File: src/rtl/adain_sched_pkg.sv
// Shared types and constants for the AdaIN channel scheduler: FSM state
// encoding, core handshake codes and width helpers.
package adain_sched_pkg;

    typedef enum logic [2:0] {
        IDLE,
        ST_START,
        ST_STREAM,
        ST_WAIT,
        NM_START,
        NM_STREAM,
        NM_WAIT,
        NEXT_CH
    } sched_state_t;

    localparam logic [1:0] CORE_START_IDLE = 2'b00;
    localparam logic [1:0] CORE_START_STAT = 2'b01;
    localparam logic [1:0] CORE_START_NORM = 2'b10;

    localparam logic [1:0] CORE_DONE_STAT = 2'b01;
    localparam logic [1:0] CORE_DONE_OUT  = 2'b10;

    localparam int N_MAX_DEF       = 128;
    localparam int C_MAX_DEF       = 512;
    localparam int RD_LAT_DEF      = 1;
    localparam int WDOG_CYCLES_DEF = 4096;

    // Bit width needed to hold values 0..max_val-1, never less than one bit.
    function automatic int width_of(input int max_val);
        return (max_val <= 2) ? 1 : $clog2(max_val);
    endfunction

endpackage

File: src/rtl/adain_stream_cnt.sv
// N-cycle read strobe / index generator; one pulse on start produces n
// back-to-back strobes with indices 0..n-1, flagging the final one.
module adain_stream_cnt #(
    parameter int NW = 8,
    parameter int IW = 7
) (
    input  logic          clk,
    input  logic          rst,
    input  logic          start,
    input  logic [NW-1:0] n,
    output logic          run,
    output logic [IW-1:0] idx,
    output logic          last
);

    logic [IW-1:0] idx_q;

    assign last = run && (NW'(idx_q) == n - NW'(1));
    assign idx  = run ? idx_q : '0;

    // The index stops at n-1 and the strobe drops instead of wrapping.
    always_ff @(posedge clk or posedge rst) begin
        if (rst) begin
            run   <= 1'b0;
            idx_q <= '0;
        end else if (start) begin
            run   <= 1'b1;
            idx_q <= '0;
        end else if (run) begin
            if (last) begin
                run <= 1'b0;
            end else begin
                idx_q <= idx_q + IW'(1);
            end
        end
    end

endmodule

File: src/rtl/adain_channel_sched.sv
// Channel-level sequencer for the AdaIN core (stats pass, then normalise pass,
// per channel). Optional stall watchdog enabled by `define ADAIN_SCHED_WDOG_EN.
module adain_channel_sched
    import adain_sched_pkg::*;
#(
    parameter int N_MAX       = N_MAX_DEF,
    parameter int C_MAX       = C_MAX_DEF,
    parameter int RD_LAT      = RD_LAT_DEF,
    parameter int WDOG_CYCLES = WDOG_CYCLES_DEF,
    localparam int NW = width_of(N_MAX + 1),
    localparam int IW = width_of(N_MAX),
    localparam int CW = width_of(C_MAX + 1),
    localparam int HW = width_of(C_MAX)
) (
    input  logic          clk,
    input  logic          rst,
    input  logic          cfg_start,
    input  logic [NW-1:0] cfg_n,
    input  logic [CW-1:0] cfg_c,
    output logic          busy,
    output logic          layer_done,
    output logic          cfg_err,
    output logic          fm_rd_en,
    output logic [HW-1:0] fm_rd_ch,
    output logic [IW-1:0] fm_rd_idx,
    output logic          style_rd_en,
    output logic [HW-1:0] style_rd_ch,
    output logic [1:0]    core_start,
    output logic [NW-1:0] core_N,
    input  logic [1:0]    core_done,
    output logic          out_valid,
    output logic [HW-1:0] out_ch,
    output logic [IW-1:0] out_idx
);

    localparam logic [NW-1:0] N_LIM = NW'(N_MAX);

    // Read latency is absorbed on the buffer side; only its range is checked.
    if (RD_LAT < 1 || RD_LAT > 4 || WDOG_CYCLES < 2) begin : g_bad_param
        $error("adain_channel_sched: RD_LAT must be 1..4 and WDOG_CYCLES at least 2");
    end

    sched_state_t  state, state_next;
    logic [NW-1:0] n_q;
    logic [CW-1:0] c_q;
    logic [HW-1:0] ch_q;
    logic [NW-1:0] out_cnt;
    logic          done_q, err_q;
    logic          stream_start, stream_run, stream_last;
    logic [IW-1:0] stream_idx;
    logic          cfg_n_ok, accept, in_norm, out_fire, outs_done, last_ch;
    logic          wd_abort;

    assign cfg_n_ok  = (cfg_n != '0) && (cfg_n <= N_LIM);
    assign accept    = (state == IDLE) && cfg_start && cfg_n_ok && (cfg_c != '0);
    assign in_norm   = (state == NM_STREAM) || (state == NM_WAIT);
    assign out_fire  = in_norm && (core_done == CORE_DONE_OUT) && (out_cnt != n_q);
    assign outs_done = (out_fire && (out_cnt == n_q - NW'(1))) || (out_cnt == n_q);
    assign last_ch   = (CW'(ch_q) + CW'(1)) == c_q;

    adain_stream_cnt #(
        .NW(NW),
        .IW(IW)
    ) u_stream (
        .clk  (clk),
        .rst  (rst),
        .start(stream_start),
        .n    (n_q),
        .run  (stream_run),
        .idx  (stream_idx),
        .last (stream_last)
    );

    always_ff @(posedge clk or posedge rst) begin
        if (rst) begin
            state <= IDLE;
        end else begin
            state <= state_next;
        end
    end

    always_comb begin
        state_next   = state;
        stream_start = 1'b0;
        core_start   = CORE_START_IDLE;
        style_rd_en  = 1'b0;
        case (state)
            IDLE:      if (accept) state_next = ST_START;
            ST_START: begin
                core_start   = CORE_START_STAT;
                style_rd_en  = 1'b1;
                stream_start = 1'b1;
                state_next   = ST_STREAM;
            end
            ST_STREAM: if (stream_last) state_next = ST_WAIT;
            ST_WAIT:   if (core_done == CORE_DONE_STAT) state_next = NM_START;
            NM_START: begin
                core_start   = CORE_START_NORM;
                stream_start = 1'b1;
                state_next   = NM_STREAM;
            end
            NM_STREAM: if (stream_last) state_next = outs_done ? NEXT_CH : NM_WAIT;
            NM_WAIT:   if (outs_done) state_next = NEXT_CH;
            NEXT_CH:   state_next = last_ch ? IDLE : ST_START;
            default:   state_next = IDLE;
        endcase
        if (wd_abort) begin
            state_next = IDLE;
        end
    end

    // Layer configuration, channel walk, output tagging and status pulses.
    always_ff @(posedge clk or posedge rst) begin
        if (rst) begin
            n_q     <= '0;
            c_q     <= '0;
            ch_q    <= '0;
            out_cnt <= '0;
            done_q  <= 1'b0;
            err_q   <= 1'b0;
        end else begin
            done_q <= 1'b0;
            err_q  <= 1'b0;
            if ((state == IDLE) && cfg_start) begin
                if (!cfg_n_ok) begin
                    err_q <= 1'b1;
                end else if (cfg_c == '0) begin
                    done_q <= 1'b1;
                end
            end
            if (accept) begin
                n_q  <= cfg_n;
                c_q  <= cfg_c;
                ch_q <= '0;
            end
            if (state == NEXT_CH) begin
                if (last_ch) begin
                    done_q <= 1'b1;
                end else begin
                    ch_q <= ch_q + HW'(1);
                end
            end
            if (state == NM_START) begin
                out_cnt <= '0;
            end else if (out_fire) begin
                out_cnt <= out_cnt + NW'(1);
            end
            if (wd_abort) begin
                err_q <= 1'b1;
            end
        end
    end

`ifdef ADAIN_SCHED_WDOG_EN
    localparam int WW = width_of(WDOG_CYCLES + 1);

    logic [WW-1:0] wd_cnt;
    logic          in_wait, wd_evt;

    assign in_wait  = (state == ST_WAIT) || (state == NM_WAIT);
    assign wd_evt   = ((state == ST_WAIT) && (core_done == CORE_DONE_STAT)) || out_fire;
    assign wd_abort = in_wait && !wd_evt && (wd_cnt == WW'(WDOG_CYCLES - 1));

    // Counts consecutive idle wait cycles; any state change or accepted event restarts it.
    always_ff @(posedge clk or posedge rst) begin
        if (rst) begin
            wd_cnt <= '0;
        end else if (in_wait && (state_next == state) && !wd_evt) begin
            wd_cnt <= wd_cnt + WW'(1);
        end else begin
            wd_cnt <= '0;
        end
    end
`else
    assign wd_abort = 1'b0;
`endif

    assign busy        = (state != IDLE);
    assign layer_done  = done_q;
    assign cfg_err     = err_q;
    assign core_N      = busy ? n_q : '0;
    assign style_rd_ch = style_rd_en ? ch_q : '0;
    assign fm_rd_en    = stream_run;
    assign fm_rd_ch    = stream_run ? ch_q : '0;
    assign fm_rd_idx   = stream_idx;
    assign out_valid   = out_fire;
    assign out_ch      = out_fire ? ch_q : '0;
    assign out_idx     = out_fire ? out_cnt[IW-1:0] : '0;

endmodule

File: config.mk
export PLATFORM = sky130hd
export DESIGN_NAME = adain_channel_sched
export DESIGN_NICKNAME = d
export VERILOG_FILES = /design/src/rtl/adain_sched_pkg.sv /design/src/rtl/adain_stream_cnt.sv /design/src/rtl/adain_channel_sched.sv
export SDC_FILE = /design/constraint.sdc
export NUM_CORES = 1
export LEC_CHECK = 0
export CAP_MARGIN = 20
export CORE_UTILIZATION = 40
export CTS_CLUSTER_SIZE = 28
export DETAILED_ROUTE_END_ITERATION = 16
export HOLD_SLACK_MARGIN = 0.15
export MAX_ROUTING_LAYER = met4
export PLACE_DENSITY_LB_ADDON = 0.2
export SKIP_LAST_GASP = 1
export SYNTH_ARGS = -nofsm -noshare
export SYNTH_HDL_FRONTEND = slang
export SYNTH_SLANG_ARGS = --single-unit
File: constraint.sdc
create_clock -name clk -period 2.92 [get_ports clk]
set_input_delay 0.292 -clock clk [delete_from_list [all_inputs] [get_ports clk]]
set_output_delay 0.292 -clock clk [all_outputs]
set_load 0.01 [all_outputs]
==> impl_metrics.tcl <==
set metrics [dict create \
    grt_first_pass_wirelength_um 15300 \
    clk_path_buf_depth 2 \
    synthesis.yosys.warnings 0 \
    placement.io_buffers 79 \
    cts_hold_buffers 0 \
    count_of_final_max_slew_check_failures 0 \
    crit_required_ps 2630 \
    outcome "finished clean" \
    cts_root_buffer "sky130_fd_sc_hd__clkbuf_8" \
    area_growth_pct 27.5 \
    post_cts_buffers 0 \
    p_sw_mw 1.66 \
    power.internal_mw 2.21 \
    area.sequential_um2 1200 \
    die_width_um 96.9 \
    postCtsResizedCells 0 \
    finalWeightedCongestion 0.831 \
    worst_pin_slew_ps 738 \
    timing_worst_setup_path_type "reg -> out" \
    register_area_share_after_synthesis_pct 33.4 \
    detail-route-antenna-nets 0 \
    multi_input_area_um2 2180 \
    setup-violations-final 0 \
    io_pins 80 \
    final.hold.worst_slack_ps 226 \
    min_period_over_period_pct 94.0 \
    max-vdd-ir-drop_mv 0.404 \
    final.setup.tns_ps 0 \
    drt_wl_total_um 9300 \
    relSlewSlack_pct 50.4 \
    static-leakage-power_nw 1.86 \
    cts_tree "yes" \
    detailedRoute.firstPassIterationCount 4 \
    power-per-cell-area_nw_per_um2 843 \
    period_needed_ps 2750 \
    core_area_um2 8720 \
    final_hold_viol_count 0 \
    grt_pass1_vias 3028 \
    avgSynthCellArea_um2 8.80 \
    num-fill-cells 811 \
    netlist_area_um2 3600 \
    netlist_instances 409 \
    clk-insertion-delay-late_ps 310 \
    die_y_um 96.9 \
    layout-drive-gt1-share_pct 10.7 \
    synthArstFlopShare_pct 100 \
    combinationalPowerShare_pct 53.5 \
    yosysUniqueCellTypes 69 \
    grt_max_degree 22 \
    max_clock_freq_mhz 364 \
    timing.critical_path.arrival_ps 2450 \
    synth_area_leaders "sky130_fd_sc_hd__dfrtp_1 33%, sky130_fd_sc_hd__xnor2_1 6.8%, sky130_fd_sc_hd__and2_1 6.6%" \
    critPathCaptureType "output pin" \
    vias 3173 \
    start_util_pct 41.3 \
    yosys.area.top_type "sky130_fd_sc_hd__dfrtp_1" \
    critical_path.startpoint_type "flip-flop" \
    design.die.area_um2 9380 \
    num_antenna_cells 0 \
    ctsHtreeMaxLevel 2 \
    grt_setup_unrepaired "false" \
    syn_nets 436 \
    antenna_found_initial 0 \
    post_drt_via_cell_ratio 5.43 \
    seq_power_share_pct 33.9 \
    routedWlPerCell_um 15.9 \
    place_hpwl_um 7160 \
    synth_flop_cell "sky130_fd_sc_hd__dfrtp_1" \
    timing.clock.skew_ps 5.84 \
    mostFrequentLayoutCell "sky130_fd_sc_hd__clkdlybuf4s50_1" \
    number_of_maximum_capacitance_constraint_violations 0 \
    grt.overflow.total 0 \
    cts-buffers-inserted 5 \
    gr-usage-all-layers_pct 20.7 \
    switching_share_pct 42.9 \
    timing.reg2reg.setup_slack_ps 240 \
    drt_first_iter_violations 147 \
    path_clk_slew_ps 90 \
    post-synth-top-area-fraction_pct 33.4 \
    crit_path_max_fanout 19 \
    num-nets-final 502 \
    cts_sinks 48 \
    power.share.clock_pct 12.7 \
    drc 0 \
    synth_seq_cells 48 \
    num_rows 34 \
    synth_enable_flop_cells 0 \
    mostFrequentLayoutCells "79 x sky130_fd_sc_hd__clkdlybuf4s50_1, 48 x sky130_fd_sc_hd__dfrtp_1, 38 x sky130_fd_sc_hd__and2_1" \
    min-delay-path-class "in -> async" \
]
==> worst paths after layout <==
path | startpoint | to | cells past startpoint
worst min register to register | c_q[1]$_DFFE_PP0P_ | c_q[1]$_DFFE_PP0P_ | 1
worst max-delay path | state[1]$_DFFE_PP0P_ | out_idx[2] | 5
max in group asynchronous | rst | n_q[6]$_DFFE_PP0P_ | 3
min in group clk | c_q[1]$_DFFE_PP0P_ | c_q[1]$_DFFE_PP0P_ | 1
worst max register to register | ch_q[0]$_DFF_PP0_ | ch_q[7]$_DFF_PP0_ | 9
worst min-delay path | rst | state[0]$_DFFE_PP0P_ | 2
==> through the flow <==
step | setup WS (ps) | util [%] | total power [mW] | std cells | cell area, um^2
final | 174 | 52.6 | 3.87 | 584 | 4590
after global routing | 15.1 | 52.6 | 4.17 | 584 | 4590
after CTS | 62.1 | 52.5 | 3.89 | 584 | 4580
after detailed placement | 171 | 51.3 | 3.40 | 576 | 4470
after global placement | 202 | 51.3 | 3.35 | 576 | 4470
after floorplan | 481 | - | 2.73 | 409 | 3600
==> critical path, cell delays in order (launching register included) <==
cell,delay (ps)
sky130_fd_sc_hd__dfrtp_1,580
sky130_fd_sc_hd__xor2_1,180
sky130_fd_sc_hd__nand4b_1,210
sky130_fd_sc_hd__o21ba_4,420
sky130_fd_sc_hd__and2_1,200
sky130_fd_sc_hd__clkdlybuf4s50_1,540
==> synth_stat cells (3+ instances only) <==
| cell type | instances |
|---|---|
| sky130_fd_sc_hd__or4_1 | 3 |
| sky130_fd_sc_hd__mux2_1 | 3 |
| sky130_fd_sc_hd__nor3_1 | 13 |
| sky130_fd_sc_hd__o211ai_1 | 4 |
| sky130_fd_sc_hd__mux2_2 | 12 |
| sky130_fd_sc_hd__dfrtp_1 | 48 |
| sky130_fd_sc_hd__nand3_1 | 17 |
| sky130_fd_sc_hd__ha_1 | 4 |
| sky130_fd_sc_hd__nor4_1 | 9 |
| sky130_fd_sc_hd__nor2_1 | 37 |
| sky130_fd_sc_hd__xor2_1 | 15 |
| sky130_fd_sc_hd__and3_1 | 7 |
| sky130_fd_sc_hd__buf_2 | 13 |
| sky130_fd_sc_hd__clkbuf_1 | 18 |
| sky130_fd_sc_hd__nand4_1 | 8 |
| sky130_fd_sc_hd__nand2_1 | 18 |
| sky130_fd_sc_hd__a21oi_1 | 10 |
| sky130_fd_sc_hd__nor2b_1 | 8 |
| sky130_fd_sc_hd__inv_1 | 15 |
| sky130_fd_sc_hd__a221o_1 | 3 |
| sky130_fd_sc_hd__mux2i_1 | 3 |
| sky130_fd_sc_hd__o21ai_0 | 10 |
| sky130_fd_sc_hd__o2bb2ai_1 | 3 |
| sky130_fd_sc_hd__o31ai_1 | 3 |
| sky130_fd_sc_hd__a22o_1 | 4 |
| sky130_fd_sc_hd__xnor2_1 | 28 |
| sky130_fd_sc_hd__and2_1 | 38 |
==> logic make-up (layout without fill, tap and decap cells) <==
kind of cell	Yosys count	after routing	synth area share [%]
AOI/OAI and AO/OA	66	66	14.9
xor gates and xnor gates	43	43	10.5
adders and majority gates	4	4	1.39
buffers and inverters	50	117	6.22
DFF	48	48	33.4
muxes	18	18	5.53
and+or+nand+nor	180	180	28.1
==> power by group through the flow <==
| stage | Combinational (mW) | Clock [mW] | Sequential, mW |
|---|---|---|---|
| 6_report | 2.07 | 0.490 | 1.31 |
| 5_1_grt | 2.28 | 0.524 | 1.36 |
| 4_1_cts | 2.08 | 0.499 | 1.31 |
| 3_5_place_dp | 2.07 | 0 | 1.32 |
| 3_3_place_gp | 2.03 | 0 | 1.31 |
| 2_1_floorplan | 1.69 | 0 | 1.04 |
==> cell type report <==
type	instances	share of cell area, %
multi-input cells	311	47.5
flip-flops and latches	48	26.2
repair buffers	94	19.7
well taps	108	2.95
clock buffers	5	1.50
inverters	15	1.23
clock inverters	3	0.927
==> registers in the layout (all words and copies together), names as in the netlist <==
register and flops:
out_cnt 8, state 3, c_q 10, u_stream.idx_q 7, n_q 8, ch_q 9
layer_done 1, cfg_err 1, u_stream.run 1
==> routing by layer <==
metal	part of all wire [%]	vias up	track usage (%)
li1	-	1572	-
met1	45	1526	26.4
met3	4.0	14	2.89
met4	1.5	0	5.05
met5	0	-	-
met2	49	61	34.8
Power figures use the tool's default switching activity.
